[config.mk]
export PLATFORM = sky130hd
export DESIGN_NAME = bus_arb
export DESIGN_NICKNAME = d
export VERILOG_FILES = /design/src/rtl/core_pkg.sv /design/src/rtl/bus_wdog.sv /design/src/rtl/bus_arb.sv
export SDC_FILE = /design/constraint.sdc
export NUM_CORES = 1
export LEC_CHECK = 0
export ABC_AREA = 0
export BUFFER_PORTS_ARGS = -buffer_cell sky130_fd_sc_hd__buf_2
export CORE_ASPECT_RATIO = 1.75
export CORE_UTILIZATION = 45
export DETAILED_ROUTE_END_ITERATION = 12
export PLACE_DENSITY = 0.85
export SYNTH_ARGS = -nofsm -noshare
export SYNTH_HDL_FRONTEND = slang
export SYNTH_SLANG_ARGS = --single-unit
[constraint.sdc]
create_clock -name clk -period 1.86 [get_ports clk]
set_clock_uncertainty 0.1 [all_clocks]
set_input_delay 0 -clock clk [delete_from_list [all_inputs] [get_ports clk]]
set_output_delay 0 -clock clk [all_outputs]
set_load 0.02 [all_outputs]
[src/rtl/core_pkg.sv]
// Shared types and default sizes for the core's memory-bus arbitration logic.
package core_pkg;

  localparam int ADDR_W_DEF  = 32;
  localparam int DATA_W_DEF  = 32;
  localparam int TIMEOUT_DEF = 255;

  typedef enum logic [1:0] {
    IDLE    = 2'd0,
    IF_BUS  = 2'd1,
    MEM_BUS = 2'd2,
    DONE    = 2'd3
  } arb_state_t;

  // Counter width able to hold 0..timeout; never narrower than one bit.
  function automatic int to_width(input int timeout);
    return (timeout < 1) ? 1 : $clog2(timeout + 1);
  endfunction

endpackage

[src/rtl/bus_wdog.sv]
// Bus watchdog: counts cycles a transaction waits without bus_ack and flags
// the cycle in which the count reaches TIMEOUT. TIMEOUT=0 disables it.
module bus_wdog
  import core_pkg::*;
#(
  parameter int TIMEOUT = TIMEOUT_DEF
) (
  input  logic clk,
  input  logic rst,
  input  logic clr,
  input  logic tick,
  output logic expired
);

  localparam int CNT_W = to_width(TIMEOUT);
  localparam logic [CNT_W-1:0] LAST = CNT_W'(TIMEOUT - 1);

  logic [CNT_W-1:0] cnt;

  always_ff @(posedge clk or negedge rst) begin
    if (!rst) begin
      cnt <= '0;
    end else if (clr) begin
      cnt <= '0;
    end else if (tick) begin
      cnt <= cnt + CNT_W'(1);
    end
  end

  // Expiry is the cycle whose missing ack would make the count equal TIMEOUT.
  assign expired = (TIMEOUT != 0) && tick && (cnt == LAST);

endmodule

[src/rtl/bus_arb.sv]
// Shared memory bus arbiter for the IF and MEM stages: fixed MEM priority,
// one transaction at a time, registered ack/err pulses and a watchdog abort.
//
// state   | meaning
// IDLE    | bus free, sampling requests (MEM wins over IF)
// IF_BUS  | fetch transaction on the bus, waiting for bus_ack or timeout
// MEM_BUS | load/store transaction on the bus, waiting for bus_ack or timeout
// DONE    | one-cycle completion slot; ack/err visible, no new grant
module bus_arb
  import core_pkg::*;
#(
  parameter int ADDR_W  = ADDR_W_DEF,
  parameter int DATA_W  = DATA_W_DEF,
  parameter int TIMEOUT = TIMEOUT_DEF
) (
  input  logic                clk,
  input  logic                rst,
  input  logic                flush,
  input  logic                if_req,
  input  logic [ADDR_W-1:0]   if_addr,
  output logic [DATA_W-1:0]   if_rdata,
  output logic                if_ack,
  output logic                if_err,
  output logic                stallreq_if,
  input  logic                mem_req,
  input  logic                mem_we,
  input  logic [DATA_W/8-1:0] mem_sel,
  input  logic [ADDR_W-1:0]   mem_addr,
  input  logic [DATA_W-1:0]   mem_wdata,
  output logic [DATA_W-1:0]   mem_rdata,
  output logic                mem_ack,
  output logic                mem_err,
  output logic                stallreq_mem,
  output logic                bus_req,
  output logic                bus_we,
  output logic [DATA_W/8-1:0] bus_sel,
  output logic [ADDR_W-1:0]   bus_addr,
  output logic [DATA_W-1:0]   bus_wdata,
  input  logic [DATA_W-1:0]   bus_rdata,
  input  logic                bus_ack
);

  arb_state_t state;
  logic       drop;
  logic       in_bus;
  logic       drop_now;
  logic       wd_clr;
  logic       wd_tick;
  logic       wd_expired;

  assign in_bus   = (state == IF_BUS) || (state == MEM_BUS);
  assign wd_clr   = !in_bus;
  assign wd_tick  = in_bus && !bus_ack;
  // A flush in the completing cycle also discards the fetch result.
  assign drop_now = drop || flush;

  bus_wdog #(
    .TIMEOUT (TIMEOUT)
  ) u_wdog (
    .clk     (clk),
    .rst     (rst),
    .clr     (wd_clr),
    .tick    (wd_tick),
    .expired (wd_expired)
  );

  always_ff @(posedge clk or negedge rst) begin
    if (!rst) begin
      state     <= IDLE;
      drop      <= 1'b0;
      bus_req   <= 1'b0;
      bus_we    <= 1'b0;
      bus_sel   <= '0;
      bus_addr  <= '0;
      bus_wdata <= '0;
      if_rdata  <= '0;
      if_ack    <= 1'b0;
      if_err    <= 1'b0;
      mem_rdata <= '0;
      mem_ack   <= 1'b0;
      mem_err   <= 1'b0;
    end else begin
      if_ack  <= 1'b0;
      if_err  <= 1'b0;
      mem_ack <= 1'b0;
      mem_err <= 1'b0;
      case (state)
        IDLE: begin
          if (mem_req) begin
            bus_req   <= 1'b1;
            bus_we    <= mem_we;
            bus_sel   <= mem_sel;
            bus_addr  <= mem_addr;
            bus_wdata <= mem_wdata;
            state     <= MEM_BUS;
          end else if (if_req) begin
            bus_req   <= 1'b1;
            bus_we    <= 1'b0;
            bus_sel   <= '1;
            bus_addr  <= if_addr;
            bus_wdata <= '0;
            drop      <= flush;
            state     <= IF_BUS;
          end
        end
        IF_BUS: begin
          if (flush) begin
            drop <= 1'b1;
          end
          if (bus_ack) begin
            bus_req <= 1'b0;
            drop    <= 1'b0;
            state   <= DONE;
            if (!drop_now) begin
              if_rdata <= bus_rdata;
              if_ack   <= 1'b1;
            end
          end else if (wd_expired) begin
            bus_req <= 1'b0;
            drop    <= 1'b0;
            state   <= DONE;
            if (!drop_now) begin
              if_err <= 1'b1;
            end
          end
        end
        MEM_BUS: begin
          if (bus_ack) begin
            bus_req   <= 1'b0;
            mem_rdata <= bus_rdata;
            mem_ack   <= 1'b1;
            state     <= DONE;
          end else if (wd_expired) begin
            bus_req <= 1'b0;
            mem_err <= 1'b1;
            state   <= DONE;
          end
        end
        DONE: begin
          state <= IDLE;
        end
        default: begin
          state <= IDLE;
        end
      endcase
    end
  end

  assign stallreq_if  = if_req && !if_ack && !if_err;
  assign stallreq_mem = mem_req && !mem_ack && !mem_err;

endmodule

==> impl_metrics.env, run 1 <==
export IMPL_globalplace_congestion=0.833
export IMPL_period_share_pct=96.4
export IMPL_syn_num_nets=595
export IMPL_setup_viol=0
export IMPL_synth_async_reset_ratio_pct=100
export IMPL_combPwrFrac_pct=43.8
export IMPL_clock_sinks=149
export IMPL_dp_hpwl_um=11500
export IMPL_ff2ff_path_depth=6
export IMPL_cp_depth=6
export IMPL_dr_pass1_iters=4
export IMPL_hold_depth=3
export IMPL_syn_area_mm2=0.00616
export IMPL_min_path_type="input port to flip-flop"
export IMPL_ys_flop_type="dfrtp_1"
export IMPL_yosysWarnings=0
export IMPL_ant_nets=0
export IMPL_p_per_area_mw_per_mm2=1660
export IMPL_worstPathArrival_ps=1970
export IMPL_layout_drive_gt1_share_pct=44.9
export IMPL_vias=5575
export IMPL_syn_area_per_cell_um2=13.7
export IMPL_outcome="finished clean"
export IMPL_die_x_um=90.5
export IMPL_critical_path_class="input port to flip-flop"
export IMPL_clk_latency_ps=410
export IMPL_dieArea_mm2=0.0142
export IMPL_port_buffers=278
export IMPL_drt_iter0_drc=231
export IMPL_tightest_slew_ps=361
export IMPL_total_power_mw=16.4
export IMPL_cts_max_level=4
export IMPL_start_util_pct=46.1
export IMPL_synth_cells=449
export IMPL_cp_top_family="buffers and inverters"
export IMPL_core_area_mm2=0.0134
export IMPL_leakage_nw=5.02
export IMPL_grt_use_total_pct=29.0
export IMPL_wire_per_inst_um=19.7
export IMPL_final_nets=1018
export IMPL_fmax_mhz=558
export IMPL_slowest_stage="dlygate4sd3_1"
export IMPL_maxCapViolCount=0
export IMPL_end_kind="flip-flop"
export IMPL_grt_pass1_vias=5970
export IMPL_final_area_mm2=0.00986
export IMPL_cts_root_buffer="clkbuf_16"
export IMPL_yosys_register_bits=149
export IMPL_fp_dieH_um=157
export IMPL_slew_violations=0
export IMPL_required_ps=2040
export IMPL_dpl_instance_area_mm2=0.00780
export IMPL_p_switching_mw=6.57
export IMPL_via_per_inst=5.25
export IMPL_path_buf_inv=4
export IMPL_ir_worst_vdd_mv=1.16
export IMPL_grt_start_max_net_pins=70
export IMPL_cts_tree="done"
export IMPL_clk_pin_slew_ps=70
export IMPL_path_common_cell="dlygate4sd3_1"
export IMPL_start_kind="input port"
export IMPL_antenna_found_initial=2
export IMPL_cts_buffer_depth=2
export IMPL_synth_edf_count=0
export IMPL_crit_path_cell_trace="dlygate4sd3_1 -> buf_2 -> buf_12 -> mux2i_1 -> dlygate4sd3_1 -> o21ai_0"
export IMPL_wirelength_um=20900
export IMPL_io_pins=279
export IMPL_area_delta_synth_final_pct=59.9
export IMPL_clkPwrFrac_pct=21.8
export IMPL_finalHoldViolCount=0
export IMPL_grt_pass1_wl_um=31500
export IMPL_ys_types=39
export IMPL_ys_seq_area_share_pct=60.5
export IMPL_pwr_share_seq_pct=34.4
export IMPL_numCtsBuffers=17
export IMPL_post_route_drc_count=0
export IMPL_num_rows=56
export IMPL_layout_min_cycle_time_ps=1790
export IMPL_slew_headroom_pct=75.9
export IMPL_grt_overflow_total=0
export IMPL_critPathMaxFanout=18
export IMPL_p_sw_share_pct=40.1
export IMPL_slowest_delay_ps=600
export IMPL_internal_power_mw=9.80
## worst register-to-register path, cell delays in order (launching register included)
cell     delay (ps)
dfrtp_1         400
inv_1           100
ha_2            330
nor2b_2         170
o21ai_1          90
nand2_1         120
mux2_2          340
## through the flow
step                      utilization, %  setup WS, ps  instances  hold WS (ps)  TNS, ps
after floorplan                        -           225        449          -396        0
after global placement              58.3           164        886          -225        0
after detailed placement            58.3           104        886          -220        0
after CTS                           73.3          78.7       1057          64.2        0
after global routing                73.6         -16.0       1061           237    -16.0
final                               73.6          67.4       1062           248        0
## final timing paths
| path | from | slack, ps | end |
|---|---|---|---|
| max in group asynchronous | rst | 530 | drop$_DFFE_PN0P_ |
| setup reg to reg | state[0]$_DFFE_PN0P_ | 90 | state[0]$_DFFE_PN0P_ |
| min in group asynchronous | rst | 490 | bus_wdata[11]$_DFFE_PN0P_ |
| hold / removal | mem_wdata[14] | 250 | bus_wdata[14]$_DFFE_PN0P_ |
| setup / recovery | mem_req | 70 | bus_addr[16]$_DFFE_PN0P_ |
| hold reg to reg | bus_addr[25]$_DFFE_PN0P_ | 380 | bus_addr[25]$_DFFE_PN0P_ |
## flip-flops by register name, summed over array words and instances (netlist names), 2 cells and up
signal / cells
bus_addr: 32
state: 2
bus_sel: 4
mem_rdata: 32
if_rdata: 32
bus_wdata: 32
u_wdog.cnt: 8
## final cells by class
| class | count | area [µm²] |
|---|---|---|
| diodes | 3 | 7.51 |
| clock buffers | 18 | 439 |
| clock inverters | 14 | 184 |
| fillers | 813 | 3530 |
| inverters | 7 | 26.3 |
| multi-input cells | 265 | 2250 |
| flip-flops and latches | 149 | 3730 |
| well taps | 174 | 218 |
| repair buffers | 432 | 3010 |
## cell usage after synthesis, types with 4 or more instances
master      n  share of area (%)
buf_6       5               0.91
clkbuf_1    7               0.43
dfrtp_1   149                 60
nor2_1      4               0.24
nand2_1    40                2.4
inv_1       7               0.43
buf_4       5               0.61
mux2_2     37                6.8
ha_1        7                1.4
and2_1      8               0.81
a22o_1     33                4.7
mux2i_1    33                5.4
o21ai_0    35                2.8
o22a_1      4               0.57
mux2_4     29                7.1
a21oi_1     4               0.32
buf_2      11               0.89
## power by group through the flow
stage | clock network (mW) | logic (mW) | registers (mW)
floorplan | 0 | 2.52 | 7.20
global placement | 0 | 6.44 | 5.48
detailed placement | 0 | 6.66 | 5.51
CTS | 3.59 | 6.92 | 5.49
global route | 3.74 | 7.60 | 5.75
finish | 3.57 | 7.17 | 5.63
## cell usage in the layout, fill, tap and decap left out, types with 2 or more instances in the layout
cell type,n
xor2_1,3
mux2_4,29
and2_1,8
a22o_1,33
dfrtp_1,149
mux2i_1,33
buf_12,7
clkinv_8,2
dlygate4sd3_1,139
nor2b_1,2
inv_1,7
bufinv_16,2
ha_1,6
nor2_1,4
clkbuf_16,18
diode_2,3
xnor2_1,3
inv_6,4
clkinv_4,3
inv_8,2
nand3_1,3
o22a_1,4
mux2_2,37
nand2_1,40
nor3b_1,2
a21oi_1,4
buf_2,277
buf_4,7
o21ai_0,35
## kinds of logic after synthesis
| family | share of synthesized area (%) |
|---|---|
| XOR/XNOR | 0.853 |
| AO/OA/AOI/OAI | 9.20 |
| flip-flops | 60.5 |
| AND/OR/NAND/NOR | 5.58 |
| buffers and inverters | 3.27 |
| adder cells (fa/ha/maj) | 1.42 |
| multiplexers | 19.2 |
## layer usage
| metal | vias to the layer above | GRT usage, % | routed length, µm |
|---|---|---|---|
| li1 | 2431 | - | - |
| met1 | 2763 | 31.0 | 7350 |
| met2 | 303 | 53.2 | 11500 |
| met3 | 78 | 6.37 | 1110 |
| met4 | 0 | 14.9 | 901 |
| met5 | - | 0 | 0 |
## what timing repair did
item                                    4_1_cts  5_1_grt
endpoints found under the setup margin        0       56
endpoints found under the hold margin       288       24
hold buffers                                139        1
resized for setup                             0        2
buffers inserted                              0        1
No activity file was read; power rests on OpenSTA's default activity.
==> run 2: changes to the inputs <==
MAX_ROUTING_LAYER = met4   (was not set)
==> run 2 against run 1 <==
- sequential share of layout area is the same
- global-route usage grew 0.87 points
- power shrank 0.10%
- register-to-register slack is essentially flat
- sequential cell count is the same
- sequential power is essentially flat
- largest power group unchanged
- clock power is essentially flat
==> impl_metrics.env, run 2 (synthesis gave the netlist of run 1 again) <==
export IMPL_end_kind="flip-flop"
export IMPL_wire_per_inst_um=19.6
export IMPL_core_area_mm2=0.0134
export IMPL_clk_latency_ps=410
export IMPL_outcome="finished clean"
export IMPL_leakage_nw=5.02
export IMPL_clock_sinks=149
export IMPL_p_per_area_mw_per_mm2=1660
export IMPL_critical_path_class="input port to flip-flop"
export IMPL_maxCapViolCount=0
export IMPL_regToRegEndpoint="state[0]$_DFFE_PN0P_"
export IMPL_layout_min_cycle_time_ps=1790
export IMPL_final_nets=1018
export IMPL_area_delta_synth_final_pct=59.9
export IMPL_die_x_um=90.5
export IMPL_cts_root_buffer="clkbuf_16"
export IMPL_slew_violations=0
export IMPL_layout_drive_gt1_share_pct=44.9
export IMPL_tightest_slew_ps=352
export IMPL_dp_cells=886
export IMPL_grt_start_max_net_pins=70
export IMPL_antenna_found_initial=2
export IMPL_cts_buffer_depth=2
export IMPL_cts_tree="done"
export IMPL_grt_util_met1_pct=31.0
export IMPL_slew_headroom_pct=76.5
export IMPL_vias=5614
export IMPL_final_cells=1062
export IMPL_min_path_type="input port to flip-flop"
export IMPL_io_pins=279
export IMPL_ff2ff_setup_slack_ps=100
export IMPL_period_share_pct=96.2
export IMPL_critPathMaxFanout=18
export IMPL_met3_usage_pct=5.98
export IMPL_grt_overflow_total=0
export IMPL_numCtsBuffers=17
export IMPL_layout_commonest_cell="buf_2"
export IMPL_total_power_mw=16.3
export IMPL_cts_max_level=4
export IMPL_post_route_drc_count=0
export IMPL_grt_pass1_vias=5975
export IMPL_use_met2_pct=53.1
export IMPL_holdCritStartpoint="mem_wdata[14]"
export IMPL_start_kind="input port"
export IMPL_fmax_mhz=559
export IMPL_dpl_instance_area_mm2=0.00780
export IMPL_wirelength_um=20800
export IMPL_fp_dieH_um=157
export IMPL_hold_depth=3
export IMPL_ant_nets=0
export IMPL_num_rows=56
export IMPL_port_buffers=278
export IMPL_grt_pass1_wl_um=31500
export IMPL_clk_pin_slew_ps=70
export IMPL_finalHoldViolCount=0
export IMPL_drt_iter0_drc=287
export IMPL_grt_use_total_pct=29.9
export IMPL_reg2reg_from="state[0]$_DFFE_PN0P_"
export IMPL_mostFrequentLayoutCells="buf_2, dfrtp_1, dlygate4sd3_1, nand2_1, mux2_2"
export IMPL_min_to="bus_wdata[14]$_DFFE_PN0P_"
export IMPL_required_ps=2030
export IMPL_globalplace_congestion=0.846
export IMPL_via_per_inst=5.29
export IMPL_top_usage_layer="met2"
export IMPL_dp_hpwl_um=11500
export IMPL_setup_viol=0
export IMPL_worstPathArrival_ps=1960
export IMPL_dieArea_mm2=0.0142
export IMPL_ff2ff_path_depth=6
export IMPL_final_area_mm2=0.00986
export IMPL_start_util_pct=46.1
export IMPL_dr_pass1_iters=4
export IMPL_ir_worst_vdd_mv=1.16
run 2: layout make-up:
cell class	instances	area [µm²]
diodes	3	7.51
well taps	174	218
clock buffers	18	439
repair buffers	432	3010
inverters	7	26.3
multi-input cells	265	2250
clock inverters	14	184
flip-flops and latches	149	3730
fillers	813	3530
run 2: per-stage QoR:
step                      TNS (ps)  utilization, %  hold WS, ps  setup slack, ps
final                            0            73.6          250             70.0
after global routing         -17.6            73.6          237            -17.6
after CTS                        0            73.3         64.2             78.7
after detailed placement         0            58.3         -220              104
after global placement           0            58.3         -225              164
after floorplan                  0               -         -396              225
run 2: what timing repair did:
item                                    in CTS  in global routing
resized for setup                            0                  2
buffers inserted                             0                  1
hold buffers                               139                  1
hold endpoints to repair                   288                 24
endpoints found under the setup margin       0                 56
run 2: layer usage:
layer / vias to the layer above / wire length (µm)
met3: 84 / 1160
met2: 320 / 11400
li1: 2438 / -
met4: 0 / 991
met5: - / 0
met1: 2772 / 7240
run 2: how the worst max path moves through the flow:
stage,from,to,slack [ps],cells after the start
floorplan,state[1]$_DFFE_PN0P_,if_rdata[0]$_DFFE_PN0P_,220,6
global placement,state[0]$_DFFE_PN0P_,bus_wdata[15]$_DFFE_PN0P_,160,5
detailed placement,state[0]$_DFFE_PN0P_,bus_wdata[1]$_DFFE_PN0P_,100,5
CTS,rst,bus_wdata[24]$_DFFE_PN0P_,80,3
global route,mem_req,bus_addr[16]$_DFFE_PN0P_,-20,6
finish,mem_req,bus_addr[24]$_DFFE_PN0P_,70,6
run 2: worst max-delay path: stages:
cell and delay [ps]:
dlygate4sd3_1 530, buf_2 250, buf_12 230, mux2i_1 270
dlygate4sd3_1 570, o21ai_0 100
run 2: report_power, final:
group          internal, mW  leakage, nW  switching [mW]  total [mW]
logic                  3.01         2.88            4.15        7.16
clock network          2.08        0.301            1.48        3.56
registers              4.71         1.84           0.920        5.63
